==> src/rtl/param_mem.sv <==
// Parameterised single-port-pair RAM that self-clears after reset, with registered reads.
// Optional per-word even parity is compiled in with `define PARAM_MEM_PARITY_EN.
module param_mem #(
   parameter int DATA_W = 8,
   parameter int DEPTH  = 16,
   parameter int ADDR_W = 4
) (
   input  logic              clk,
   input  logic              rst,
   input  logic              wr_en,
   input  logic [ADDR_W-1:0] wr_addr,
   input  logic [DATA_W-1:0] wr_data,
`ifdef PARAM_MEM_PARITY_EN
   input  logic              inj_par_err,
`endif
   input  logic              rd_en,
   input  logic [ADDR_W-1:0] rd_addr,
   output logic [DATA_W-1:0] rd_data,
   output logic              rd_valid,
   output logic              rd_err,
   output logic              busy
);

   typedef enum logic {INIT, READY} state_e;

   localparam logic [ADDR_W:0]   DEPTH_C = (ADDR_W+1)'(DEPTH);
   localparam logic [ADDR_W-1:0] LAST_C  = ADDR_W'(DEPTH - 1);

   state_e            state_q;
   logic [ADDR_W-1:0] clr_ptr_q;
   logic [DATA_W-1:0] mem_q [DEPTH];
   logic [DATA_W-1:0] rd_data_q;
   logic              rd_valid_q;
   logic              rd_err_q;

   logic wr_in_range, rd_in_range;
   assign wr_in_range = ({1'b0, wr_addr} < DEPTH_C);
   assign rd_in_range = ({1'b0, rd_addr} < DEPTH_C);

`ifdef PARAM_MEM_PARITY_EN
   logic mem_par_q [DEPTH];
   logic par_bad;
   // Stored bit makes the word+parity XOR to zero; any other value flags corruption.
   assign par_bad = (^mem_q[rd_addr]) ^ mem_par_q[rd_addr];
`else
   logic par_bad;
   assign par_bad = 1'b0;
`endif

   always_ff @(posedge clk) begin
      if (rst) begin
         state_q    <= INIT;
         clr_ptr_q  <= '0;
         rd_data_q  <= '0;
         rd_valid_q <= 1'b0;
         rd_err_q   <= 1'b0;
      end else begin
         rd_data_q  <= '0;
         rd_valid_q <= 1'b0;
         rd_err_q   <= 1'b0;
         case (state_q)
            INIT: begin
               mem_q[clr_ptr_q] <= '0;
`ifdef PARAM_MEM_PARITY_EN
               mem_par_q[clr_ptr_q] <= 1'b0;
`endif
               clr_ptr_q <= clr_ptr_q + 1'b1;
               if (clr_ptr_q == LAST_C) state_q <= READY;
            end
            READY: begin
               // Read samples the old word, so a same-address write is read-first.
               if (rd_en) begin
                  rd_valid_q <= 1'b1;
                  if (rd_in_range) begin
                     rd_data_q <= mem_q[rd_addr];
                     rd_err_q  <= par_bad;
                  end else begin
                     rd_err_q  <= 1'b1;
                  end
               end
               if (wr_en && wr_in_range) begin
                  mem_q[wr_addr] <= wr_data;
`ifdef PARAM_MEM_PARITY_EN
                  mem_par_q[wr_addr] <= (^wr_data) ^ inj_par_err;
`endif
               end
            end
            default: state_q <= INIT;
         endcase
      end
   end

   assign rd_data  = rd_data_q;
   assign rd_valid = rd_valid_q;
   assign rd_err   = rd_err_q;
   assign busy     = (state_q == INIT);

endmodule

==> config.mk <==
export PLATFORM = sky130hd
export DESIGN_NAME = param_mem
export DESIGN_NICKNAME = d
export VERILOG_FILES = /design/src/rtl/param_mem.sv
export SDC_FILE = /design/constraint.sdc
export NUM_CORES = 1
export LEC_CHECK = 0
export CELL_PAD_IN_SITES_DETAIL_PLACEMENT = 1
export CELL_PAD_IN_SITES_GLOBAL_PLACEMENT = 2
export CORE_UTILIZATION = 35
export CTS_BUF_LIST = sky130_fd_sc_hd__clkbuf_4
export DETAILED_ROUTE_END_ITERATION = 10
export PLACE_DENSITY_LB_ADDON = 0.1
export SETUP_SLACK_MARGIN = 0.4
export SLEW_MARGIN = 0
export SYNTH_ARGS = -nofsm -noshare
export SYNTH_HDL_FRONTEND = slang
export SYNTH_SLANG_ARGS = --single-unit
==> constraint.sdc <==
create_clock -name clk -period 3.95 [get_ports clk]
set_input_delay 0.79 -clock clk [delete_from_list [all_inputs] [get_ports clk]]
set_output_delay 0.79 -clock clk [all_outputs]
set_load 0.03 [all_outputs]
==> results.py <==
metrics = {
    "synthesis": {
        "synthesis.instances": 307,
        "synth.avg_cell_area_um2": 18.3,
        "synthesis.nets": 328,
        "synth.yosys.seq_area_share": 0.735,
        "synth.distinct_cells": 37,
        "netlist.area_leader.share": 0.685,
        "number_of_storage_elements_in_the_synthesis_netlist": 142,
        "yosys-top-cells-count": "sky130_fd_sc_hd__edfxtp_1 (128), sky130_fd_sc_hd__mux4_2 (23), sky130_fd_sc_hd__nor2_1 (21)",
        "async_flop_share": 0,
        "yosysMostFrequentCell": "sky130_fd_sc_hd__edfxtp_1",
        "post_synth_main_area_contributors": "sky130_fd_sc_hd__edfxtp_1 (68%), sky130_fd_sc_hd__mux4_2 (9.2%), sky130_fd_sc_hd__dfxtp_1 (5.0%), sky130_fd_sc_hd__mux2i_1 (3.2%), sky130_fd_sc_hd__nor2_1 (1.4%)",
        "post-synth-top-area-cell": "sky130_fd_sc_hd__edfxtp_1",
        "synth-edff-count": 128,
        "ys_warn_count": 0,
        "ys.flop_type": "sky130_fd_sc_hd__edfxtp_1",
        "mappedNetlistArea_um2": 5610,
    },
    "routing": {
        "drt_drc_violations_left": 0,
        "initialDrtViolationCount": 176,
        "drt.antenna.violating_nets": 0,
        "drt-total-wl_um": 12300,
        "vias_per_cell": 4.97,
        "post_dr_wirelength_cell_um": 21.4,
        "drt-pass1-iter-count": 4,
        "vias": 2858,
    },
    "flow_run": {
        "max-cap-violations": 0,
    },
    "timing": {
        "timing_limited_maximum_frequency_mhz": 349,
        "shortest_clock_period_the_worst_path_allows_after_layout_ns": 2.86,
        "grt_setup_unrepaired": "false",
        "timing_worst_slew_pin_value_ns": 0.898,
        "skew_ns": 0.0118,
        "final.period_utilization": 0.725,
        "maxSlewHeadroom": 0.401,
        "maxSlewViolCount": 0,
        "finalSetupViolCount": 0,
        "finalSetupTns_ns": 0,
        "timing_hold_violations_final": 0,
    },
    "global_routing": {
        "vias_in_the_first_global_route": 3060,
        "grt_max_degree": 31,
        "grt_pass1_wl_um": 18800,
        "number_of_antenna_violations_at_the_first_check_in_global_routing": 1,
        "grt_use_total": 0.166,
        "remaining_overflow_grt": 0,
    },
    "layout": {
        "finish.net_count": 371,
        "num-fill-cells": 1553,
        "post_route_cells_drive_above_1_share": 0.215,
        "syn_to_final_growth_pct": 14.8,
    },
    "power_and_ir_drop": {
        "power_density_nw_per_um2": 424,
        "cellLeakagePower_nw": 2.02,
        "report.power.total_mw": 2.74,
        "vdd.ir_drop.worst_uv": 249,
    },
    "die": {
        "core.rowCount": 45,
        "fp.coreArea_um2": 15400,
        "start_util": 0.364,
        "die-width_um": 129,
        "die_y_um": 129,
        "io_pins": 31,
        "floorplan.die_area_um2": 16600,
    },
    "cts": {
        "cts_repair_resize_count": 0,
        "cts_buffer_depth": 2,
        "tritoncts": "built",
        "insertion_delay_ns": 0.53,
        "cts_made_buffers": 17,
        "cts.sink_count": 142,
        "post_cts_hold_buffer_count": 0,
        "ctsRootBufferMaster": "sky130_fd_sc_hd__clkbuf_4",
        "clkTransAtPathRegs_ns": 0.12,
        "cts-htree-levels": 4,
        "postCtsSetupBuffers": 0,
    },
    "place": {
        "hpwl_after_dpl_um": 8190,
        "numPortBuffers": 29,
        "gpl.final_weighted_congestion": 0.728,
    },
    "worst_setup_path": {
        "cp-start-kind": "primary input",
        "crit_chain": "clkdlybuf4s50_1 -> and3b_1 -> mux2i_1 -> nand2_1 -> nor2_1",
        "worst_ep_required_time_ns": 4.11,
        "worst-setup-path-type": "in -> reg",
        "critical_path.endpoint_type": "flip-flop",
        "cp_slowest_stage_delay_ns": 0.63,
        "crit_path_top_delay_cell": "sky130_fd_sc_hd__and3b_1",
        "worst-path-max-fanout": 18,
        "cp.arrival_ns": 3.02,
    },
    "min_path": {
        "hold_path_class": "reg -> reg",
    },
    "run_status": {
        "outcome": "completed",
    },
}
## report_power, final
group          leakage, nW  internal, mW  switching, mW  total, mW
Sequential            1.17          1.63        0.00871       1.64
Combinational        0.692        0.0605         0.0665      0.127
Clock                0.163         0.436          0.529      0.965
Total                 2.02          2.13          0.604       2.74
## logic make-up (layout without fill, tap and decap cells)
kind of cell / Yosys count / after routing / synth area share
flops: 142 / 142 / 0.735
simple gates: 61 / 61 / 0.0584
mux: 43 / 43 / 0.128
compound gates: 33 / 33 / 0.0470
buf+inv: 23 / 79 / 0.0241
xor+xnor: 3 / 3 / 0.00468
fa+ha+maj: 1 / 1 / 0.00223
other cells: 1 / 2 / 0.000668
## final cells by class
| type | instances | area [µm²] | share of cell area |
|---|---|---|---|
| timing repair buffer | 44 | 393 | 0.0609 |
| sequential | 142 | 4120 | 0.640 |
| multi-input combinational | 142 | 1360 | 0.210 |
| clock inverter | 15 | 170 | 0.0264 |
| clock buffer | 17 | 128 | 0.0198 |
| inverter | 3 | 11.3 | 0.00175 |
| antenna | 1 | 2.50 | 0.000388 |
| tap | 211 | 264 | 0.0409 |
## critical path: cells and delay by family
| family | cells | cell delay, ns |
|---|---|---|
| buffers and inverters | 1 | 0.55 |
| multiplexers | 1 | 0.31 |
| AND/OR/NAND/NOR | 3 | 1.37 |
## final timing paths
kind	from	to	slack, ns	cells past startpoint
min reg2reg	clr_ptr_q[3]	state_q	0.53	2
min	clr_ptr_q[3]	state_q	0.53	2
max	rst	mem_q[11][7]	1.09	5
max reg2reg	state_q	mem_q[11][7]	1.45	4
## through the flow
stage,setup WS [ns],hold WS (ns),cell area [µm²],cells,util
finish,1.09,0.534,6450,575,0.418
global route,0.946,0.579,6450,575,0.418
CTS,1.14,0.543,6440,574,0.418
detailed placement,0.526,0.526,6150,542,0.398
global placement,0.644,0.528,6150,542,0.398
floorplan,1.53,0.477,5610,307,-
## state kept, by name, summed over array words and instances (netlist names)
signal	cells
mem_q	128
rd_data	8
clr_ptr_q	4
rd_valid	1
state_q	1
## metal layers
metal / global-route usage / vias to the layer above / share of wire
met1: 0.215 / 1465 / 0.43
met3: 0.0445 / 5 / 0.065
met2: 0.269 / 75 / 0.50
met5: 0 / - / 0
met4: 0.0581 / 0 / 0.0058
li1: - / 1313 / -
## cells in the final DEF (no fill, tap or decap), types with 2 or more instances in the layout
cell type,count
sky130_fd_sc_hd__nor2b_1,7
sky130_fd_sc_hd__a22o_1,7
sky130_fd_sc_hd__clkdlybuf4s50_1,27
sky130_fd_sc_hd__clkinv_2,5
sky130_fd_sc_hd__and3b_1,2
sky130_fd_sc_hd__nor2_1,21
sky130_fd_sc_hd__a21oi_1,3
sky130_fd_sc_hd__mux2_2,2
sky130_fd_sc_hd__edfxtp_1,128
sky130_fd_sc_hd__clkinv_4,4
sky130_fd_sc_hd__mux4_2,23
sky130_fd_sc_hd__mux2i_1,18
sky130_fd_sc_hd__dfxtp_1,14
sky130_fd_sc_hd__a22oi_1,8
sky130_fd_sc_hd__buf_4,15
sky130_fd_sc_hd__a221o_1,7
sky130_fd_sc_hd__nand3_1,2
sky130_fd_sc_hd__nor3b_1,2
sky130_fd_sc_hd__clkbuf_4,17
sky130_fd_sc_hd__a31oi_1,5
sky130_fd_sc_hd__nand2_1,5
sky130_fd_sc_hd__and3_1,4
sky130_fd_sc_hd__and2_1,9
sky130_fd_sc_hd__xor2_1,2
sky130_fd_sc_hd__bufinv_16,3
sky130_fd_sc_hd__and3_2,3
sky130_fd_sc_hd__inv_1,3
sky130_fd_sc_hd__buf_2,2
Power figures use the tool's default switching activity.
